===== config.mk =====
export PLATFORM = sky130hd
export DESIGN_NAME = m_serial_adder32
export DESIGN_NICKNAME = d
export VERILOG_FILES = /design/src/rtl/m_serial_adder32.sv
export SDC_FILE = /design/constraint.sdc
export NUM_CORES = 1
export LEC_CHECK = 0
export CAP_MARGIN = 30
export CORE_ASPECT_RATIO = 1.1
export CORE_MARGIN = 2
export CORE_UTILIZATION = 33
export CTS_BUF_LIST = sky130_fd_sc_hd__clkbuf_16
export CTS_CLUSTER_DIAMETER = 150
export DETAILED_ROUTE_END_ITERATION = 8
export MAX_ROUTING_LAYER = met4
export PLACE_DENSITY_LB_ADDON = 0.2
export SETUP_SLACK_MARGIN = 0.5
export SKIP_LAST_GASP = 1
export SYNTH_ARGS = -nofsm -noshare
export SYNTH_HDL_FRONTEND = slang
export SYNTH_SLANG_ARGS = --single-unit

===== constraint.sdc =====
create_clock -name i_clk_1 -period 4.6 [get_ports i_clk_1]
set_input_delay 1.38 -clock i_clk_1 [delete_from_list [all_inputs] [get_ports i_clk_1]]
set_output_delay 1.38 -clock i_clk_1 [all_outputs]
set_load 0.02 [all_outputs]

===== src/rtl/m_serial_adder32.sv =====
// Nibble-serial 32-bit adder/subtractor built around one reused
// 4-bit carry-lookahead slice, with valid/ready on both sides.
module m_adder4 (
  input  logic [3:0] i_a_4,
  input  logic [3:0] i_b_4,
  input  logic       i_c_1,
  output logic [3:0] o_s_4,
  output logic       o_c_1
);

  logic [3:0] g;
  logic [3:0] p;
  logic [4:0] c;

  always_comb begin
    g    = i_a_4 & i_b_4;
    p    = i_a_4 ^ i_b_4;
    c[0] = i_c_1;
    c[1] = g[0] | (p[0] & c[0]);
    c[2] = g[1] | (p[1] & g[0])
         | (p[1] & p[0] & c[0]);
    c[3] = g[2] | (p[2] & g[1])
         | (p[2] & p[1] & g[0])
         | (p[2] & p[1] & p[0] & c[0]);
    c[4] = g[3] | (p[3] & g[2])
         | (p[3] & p[2] & g[1])
         | (p[3] & p[2] & p[1] & g[0])
         | (p[3] & p[2] & p[1] & p[0] & c[0]);
    o_s_4 = p ^ c[3:0];
    o_c_1 = c[4];
  end

endmodule

module m_serial_adder32 (
  input  logic        i_clk_1,
  input  logic        i_rst_1,
  input  logic        i_valid_1,
  output logic        o_ready_1,
  input  logic        i_sub_1,
  input  logic [31:0] i_operandA_32,
  input  logic [31:0] i_operandB_32,
  output logic        o_valid_1,
  input  logic        i_ready_1,
  output logic [31:0] o_result_32,
  output logic        o_cOut_1,
  output logic        o_overflow_1,
  output logic        o_zero_1
);

  typedef enum logic [1:0] {
    IDLE = 2'd0,
    RUN  = 2'd1,
    DONE = 2'd2
  } state_t;

  state_t      state_q, state_d;
  logic [2:0]  cnt_q, cnt_d;
  logic        carry_q, carry_d;
  logic [31:0] a_q, a_d;
  logic [31:0] b_q, b_d;
  logic [31:0] res_q, res_d;

  logic [4:0]  bit_base;
  logic [3:0]  slice_sum;
  logic        slice_cout;

  assign bit_base = {cnt_q, 2'b00};

  m_adder4 u_adder4 (
    .i_a_4 (a_q[bit_base +: 4]),
    .i_b_4 (b_q[bit_base +: 4]),
    .i_c_1 (carry_q),
    .o_s_4 (slice_sum),
    .o_c_1 (slice_cout)
  );

  always_comb begin
    state_d = state_q;
    cnt_d   = cnt_q;
    carry_d = carry_q;
    a_d     = a_q;
    b_d     = b_q;
    res_d   = res_q;
    unique case (state_q)
      IDLE: begin
        if (i_valid_1) begin
          a_d     = i_operandA_32;
          b_d     = i_operandB_32 ^ {32{i_sub_1}};
          carry_d = i_sub_1;
          cnt_d   = 3'd0;
          res_d   = 32'd0;
          state_d = RUN;
        end
      end
      RUN: begin
        res_d[bit_base +: 4] = slice_sum;
        carry_d = slice_cout;
        cnt_d   = cnt_q + 3'd1;
        if (cnt_q == 3'd7) state_d = DONE;
      end
      DONE: begin
        if (i_ready_1) state_d = IDLE;
      end
      default: state_d = IDLE;
    endcase
  end

  always_ff @(posedge i_clk_1) begin
    if (i_rst_1) begin
      state_q <= IDLE;
      cnt_q   <= 3'd0;
      carry_q <= 1'b0;
      a_q     <= 32'd0;
      b_q     <= 32'd0;
      res_q   <= 32'd0;
    end else begin
      state_q <= state_d;
      cnt_q   <= cnt_d;
      carry_q <= carry_d;
      a_q     <= a_d;
      b_q     <= b_d;
      res_q   <= res_d;
    end
  end

  // Everything is gated so nothing leaks out during reset or mid-run.
  always_comb begin
    o_ready_1    = (state_q == IDLE) && !i_rst_1;
    o_valid_1    = (state_q == DONE) && !i_rst_1;
    o_result_32  = o_valid_1 ? res_q : 32'd0;
    o_cOut_1     = o_valid_1 & carry_q;
    o_overflow_1 = o_valid_1 & (a_q[31] == b_q[31])
                 & (res_q[31] != a_q[31]);
    o_zero_1     = o_valid_1 & (res_q == 32'd0);
  end

endmodule

Word level (Yosys, flattened, before mapping):

Cells that the tools add are included.

* output and inout port bits: 37
* bits in writable memories: 0
* bits in latches: 0
* word-level logic and storage cells: 75
* input bits: 69
* bits in read-only memories: 0
* register bits: 102
* memories: 0

* bitwise logic cells: 34
* equal/unequal tests: 8
* muxes and demuxes: 12
* multipliers: 0
* add/sub/neg operators: 2
* reduce and logical (&&, ||, !) cells: 9
* shift operators: 4
* order comparisons: 0
* divide/modulo/power cells: 0

Operator list (count)
* 2-to-1 mux 32 bit: 2
* one-hot mux 32 bit (2 select lines): 1
* variable part select 32 x 6 -> 4 bit: 2
* bitwise mux 32 bit: 1
* logical NOT 32 bit: 1
* variable shift 4 x 7 -> 32 bit (first input constant): 1
* variable part select 4 x 7 -> 32 bit: 1
* bitwise XOR 32 bit: 1
* AND 1 bit: 20
* OR 1 bit: 10
* bitwise XOR 4 bit: 2
* negator 5 -> 7 bit: 1
* 2-to-1 mux 2 bit: 3
* inequality test 2 bit (second input constant): 3
* one-hot mux 2 bit (3 select lines): 1
* one-hot mux 3 bit (2 select lines): 1
* AND 4 bit: 1
* AND reduction 2 bit: 2
* adder 3 x 1 -> 3 bit (second input constant): 1
* equality test 3 bit (second input constant): 1
* 2-to-1 mux 3 bit: 1
* AND reduction 3 bit: 1
* equality test 2 x 1 -> 1 bit (second input constant): 1
* equality test 2 bit (second input constant): 1
* other kinds (8): 9

Depth between registers and ports, before layout:

* word-level depth: 10
* depth in mapped cells: 10
* gate-level depth less buffers: 8

By module:

From an unflattened synthesis, not the netlist that was laid out.

* cells, all modules: 556
* area, all modules: 5151.2 sq um

Modules (own cells, without submodules)
* m_serial_adder32: times used 1, cells each 539, area each 5003.5 sq um, sequential area each 2042.0 sq um
* m_adder4: times used 1, cells each 17, area each 147.6 sq um, sequential area each 0.0 sq um

Least setup slack after synthesis:

OpenSTA, ideal clock, no wires.

* kind: input-to-output
* start point: input port i_rst_1
* end point: output port o_ready_1
* arrival: 2.383 ns
* stages on the path: 4
* required time: 3.220 ns
* setup slack: 0.837 ns
* buffers on the path: 3
* cell sequence: buf_2 > buf_2 > buf_2 > nor3_1

* word-level cells in the longest chain between the ends: 2

RTL lines
* from (decl): line 37 `input logic i_rst_1,`
* logical NOT 1 bit: line 129 `o_ready_1 = (state_q == IDLE) && !i_rst_1;`
* logical AND 1 bit: line 129
* to (decl): line 39 `output logic o_ready_1,`

Every way passes these cells.

Worst setup path in the final report:

* start point: input port i_rst_1
* end point: output port o_result_32[9]

* word-level cells in the longest chain between the ends: 3

RTL lines
* logical NOT 1 bit: line 130 `o_valid_1 = (state_q == DONE) && !i_rst_1;`
* logical AND 1 bit: line 130
* 2-to-1 mux 32 bit: line 131 `o_result_32 = o_valid_1 ? res_q : 32'd0;`
* to (decl): line 45 `output logic [31:0] o_result_32,`

Every way passes these cells.

==> run metrics <==
vias per std cell=approximately 4.9; Nets=about 740; Clock Path Buffers=2; Place WS=0.496 ns; WHS=between 0.4 and 0.5 ns; Setup CP Type=in -> out; CTS tree=built; Syn Area/Cell=9.00 sq um; worst hold-check path type=reg -> reg; total CTS buffers=9; mux contribution to synthesized area=0.0716; register bit total from synthesis=102; H-tree depth=3; largest net degree at the start of global routing=99; first-pass GRT wire length=20.7 mm; width of the chip=123 um; # DRC=0; post-route minimum period=4.06 ns; PnR worst setup slack=between 0.5 and 0.6 ns; ANT nets after route=0; diodes inserted=0; row count=48; CORE AREA=about 15000 sq um; post-DP HPWL=roughly 9.5 mm; routed wire length=12.9 mm; DIE AREA=between 15000 and 20000 sq um; # setup viols final=0; Max-slew headroom=0.388; crit path max fanout=18; vias in the first global route=roughly 4000; hold_buf cts=0; Simple-Gate Fraction of Synth Area=0.230; Pwr Total=between 2 and 2.5 mW; Post-CTS Setup Repair Bufs=0; Seq/Total Area, Yosys=0.395; GRT Overall Usage=0.165; post-synthesis xor/xnor area fraction=0.0576; synth unique cells=45; routability cong.=~0.77; Slowest cell on crit path=clkdlybuf4s50_1; P per Cell Area=between 300 and 400 nW/um^2; Int Pwr=around 1.6 mW; post-synthesis compound-gate area fraction=0.163; residual overflow from global routing=0; Core Util, Final=0.430; Gate Count Post-Synth=roughly 580; I/O pin total=~110; EDFF count, synth=0; Worst setup SP type=input pin; Worst-Margin Slew=~0.9 ns; WL/cell=between 10 and 15 um; most frequent cells in the layout=nand2_1, dfxtp_1, clkdlybuf4s50_1; clock transition at the registers of the reported paths=around 0.060 ns; area growth from synthesis to final layout=28.8%; crit-path cells=buf_4, nor3b_2, buf_4, and2_1, clkdlybuf4s50_1; Slew Viols, Final=0; initial core utilization=0.334; Peak supply drop=158 uV; syn_nets=between 600 and 700; Synth async-reset ratio=0; worst skew pair latency=about 0.34 ns; Combinational Power Share=0.172; Req. time, crit path=between 3 and 4 ns; period utilisation layout=0.882; share of cells above drive strength 1=0.0998; Root Driver=clkbuf_16; Final Hold Fails=0; status=completed; TritonCTS Sinks=between 100 and 150; setup TNS=0 ns; Sw Share=0.258; Mapped Area=about 5200 sq um; Clk network pwr share=0.374; synth warn=0; main flop type after synthesis=dfxtp_1; max frequency=246 MHz; Leak=around 2.6 nW; Max Cap Violations=0; Sw Pwr=0.547 mW; Pre-antenna DRT Iters=4; die height=about 140 um; via count=4244; Clock Skew=slightly above 0.007 ns; number of port buffers=between 100 and 150; Adder-Cell Fraction of Synth Area=0.0329; Critical Path Sink Type=output port; RSZ-0062 raised after global routing=true; initial drt markers=between 150 and 200; most common cell after layout, fill and taps aside=nand2_1; initial antenna violation count=0; Crit path arrival time=2.68 ns; most frequent cell on the critical path=buf_4; crit-path max cell delay=0.60 ns; Reg power frac=0.454; largest family of logic cells by synthesized area=simple AND/OR/NAND/NOR gates
-- layout make-up --
type / count / area (sq um)
Clock buffer: 9 / 225
Clock inverter: 6 / 78.8
Fill cell: 1573 / 8830
Inverter: 3 / 11.3
Multi-Input combinational cell: 426 / 2870
Sequential cell: 102 / 2040
Tap cell: 200 / 250
Timing Repair Buffer: 115 / 1190
-- per-layer routing --
layer / routed length [um] / global-route usage / vias up
li1: - / - / 2163
met1: 5870 / 0.204 / 1981
met2: 6280 / 0.274 / 89
met3: 563 / 0.0299 / 11
met4: 150 / 0.0499 / 0
met5: 0 / - / -
-- through the flow --
step	area, sq um	instances
3_5_place_dp	6320	846
2_1_floorplan	5170	575
3_3_place_gp	6290	845
6_report	6670	861
5_1_grt	6670	861
4_1_cts	6630	861
-- cells by family after synthesis --
kind of cell | count (synthesis)
AOI/OAI and AO/OA | 114
xor gates and xnor gates | 34
adders and majority gates | 13
buffers and inverters | 47
DFF | 102
muxes | 17
and+or+nand+nor | 248
-- cell usage after synthesis (11+ instances only) --
| master | number | share of area |
|---|---|---|
| o21ai_0 | 17 | 0.016 |
| a211oi_2 | 15 | 0.036 |
| dfxtp_1 | 102 | 0.39 |
| buf_2 | 16 | 0.015 |
| nor2_1 | 43 | 0.031 |
| ha_1 | 12 | 0.029 |
| and2_1 | 35 | 0.042 |
| o31ai_1 | 13 | 0.019 |
| xnor2_1 | 34 | 0.058 |
| nand2_1 | 120 | 0.087 |
| mux4_2 | 16 | 0.070 |
| a211oi_1 | 20 | 0.029 |
| nand3_1 | 11 | 0.011 |
| clkbuf_1 | 14 | 0.010 |
| a21oi_1 | 38 | 0.037 |
-- flip-flops by register name, summed over array words and instances, names as in the netlist --
register / flops
state_q: 2
a_q: 32
b_q: 32
carry_q: 1
cnt_q: 3
res_q: 32
-- worst max-delay path: cells and delay by family --
kind / cells / cell delay, ns
buffers and inverters: 3 / 0.94
and+or+nand+nor: 2 / 0.35
-- power by group through the flow --
stage	Combinational [mW]	Sequential (mW)	Clock (mW)
after floorplan	0.256	0.967	0
after global placement	0.358	0.979	0
after detailed placement	0.368	0.981	0
after CTS	0.370	0.961	0.810
after global routing	0.404	0.966	0.847
final	0.364	0.960	0.792
-- worst paths after layout --
kind	start	end	slack (ns)	cells after the start
worst min register to register	a_q[9]$_SDFFE_PP0P_	a_q[9]$_SDFFE_PP0P_	0.45	2
worst min-delay path	a_q[9]$_SDFFE_PP0P_	a_q[9]$_SDFFE_PP0P_	0.45	2
worst max register to register	cnt_q[0]$_SDFFE_PP0P_	res_q[11]$_SDFFE_PP0P_	1.21	9
worst max-delay path	i_rst_1	o_result_32[9]	0.54	5
-- timing repair --
item	in CTS	in global routing
setup endpoints to repair	1	34
endpoints found under the hold margin	0	0
gates resized for setup	1	16
Note: power is estimated with default switching activity, not from simulation.
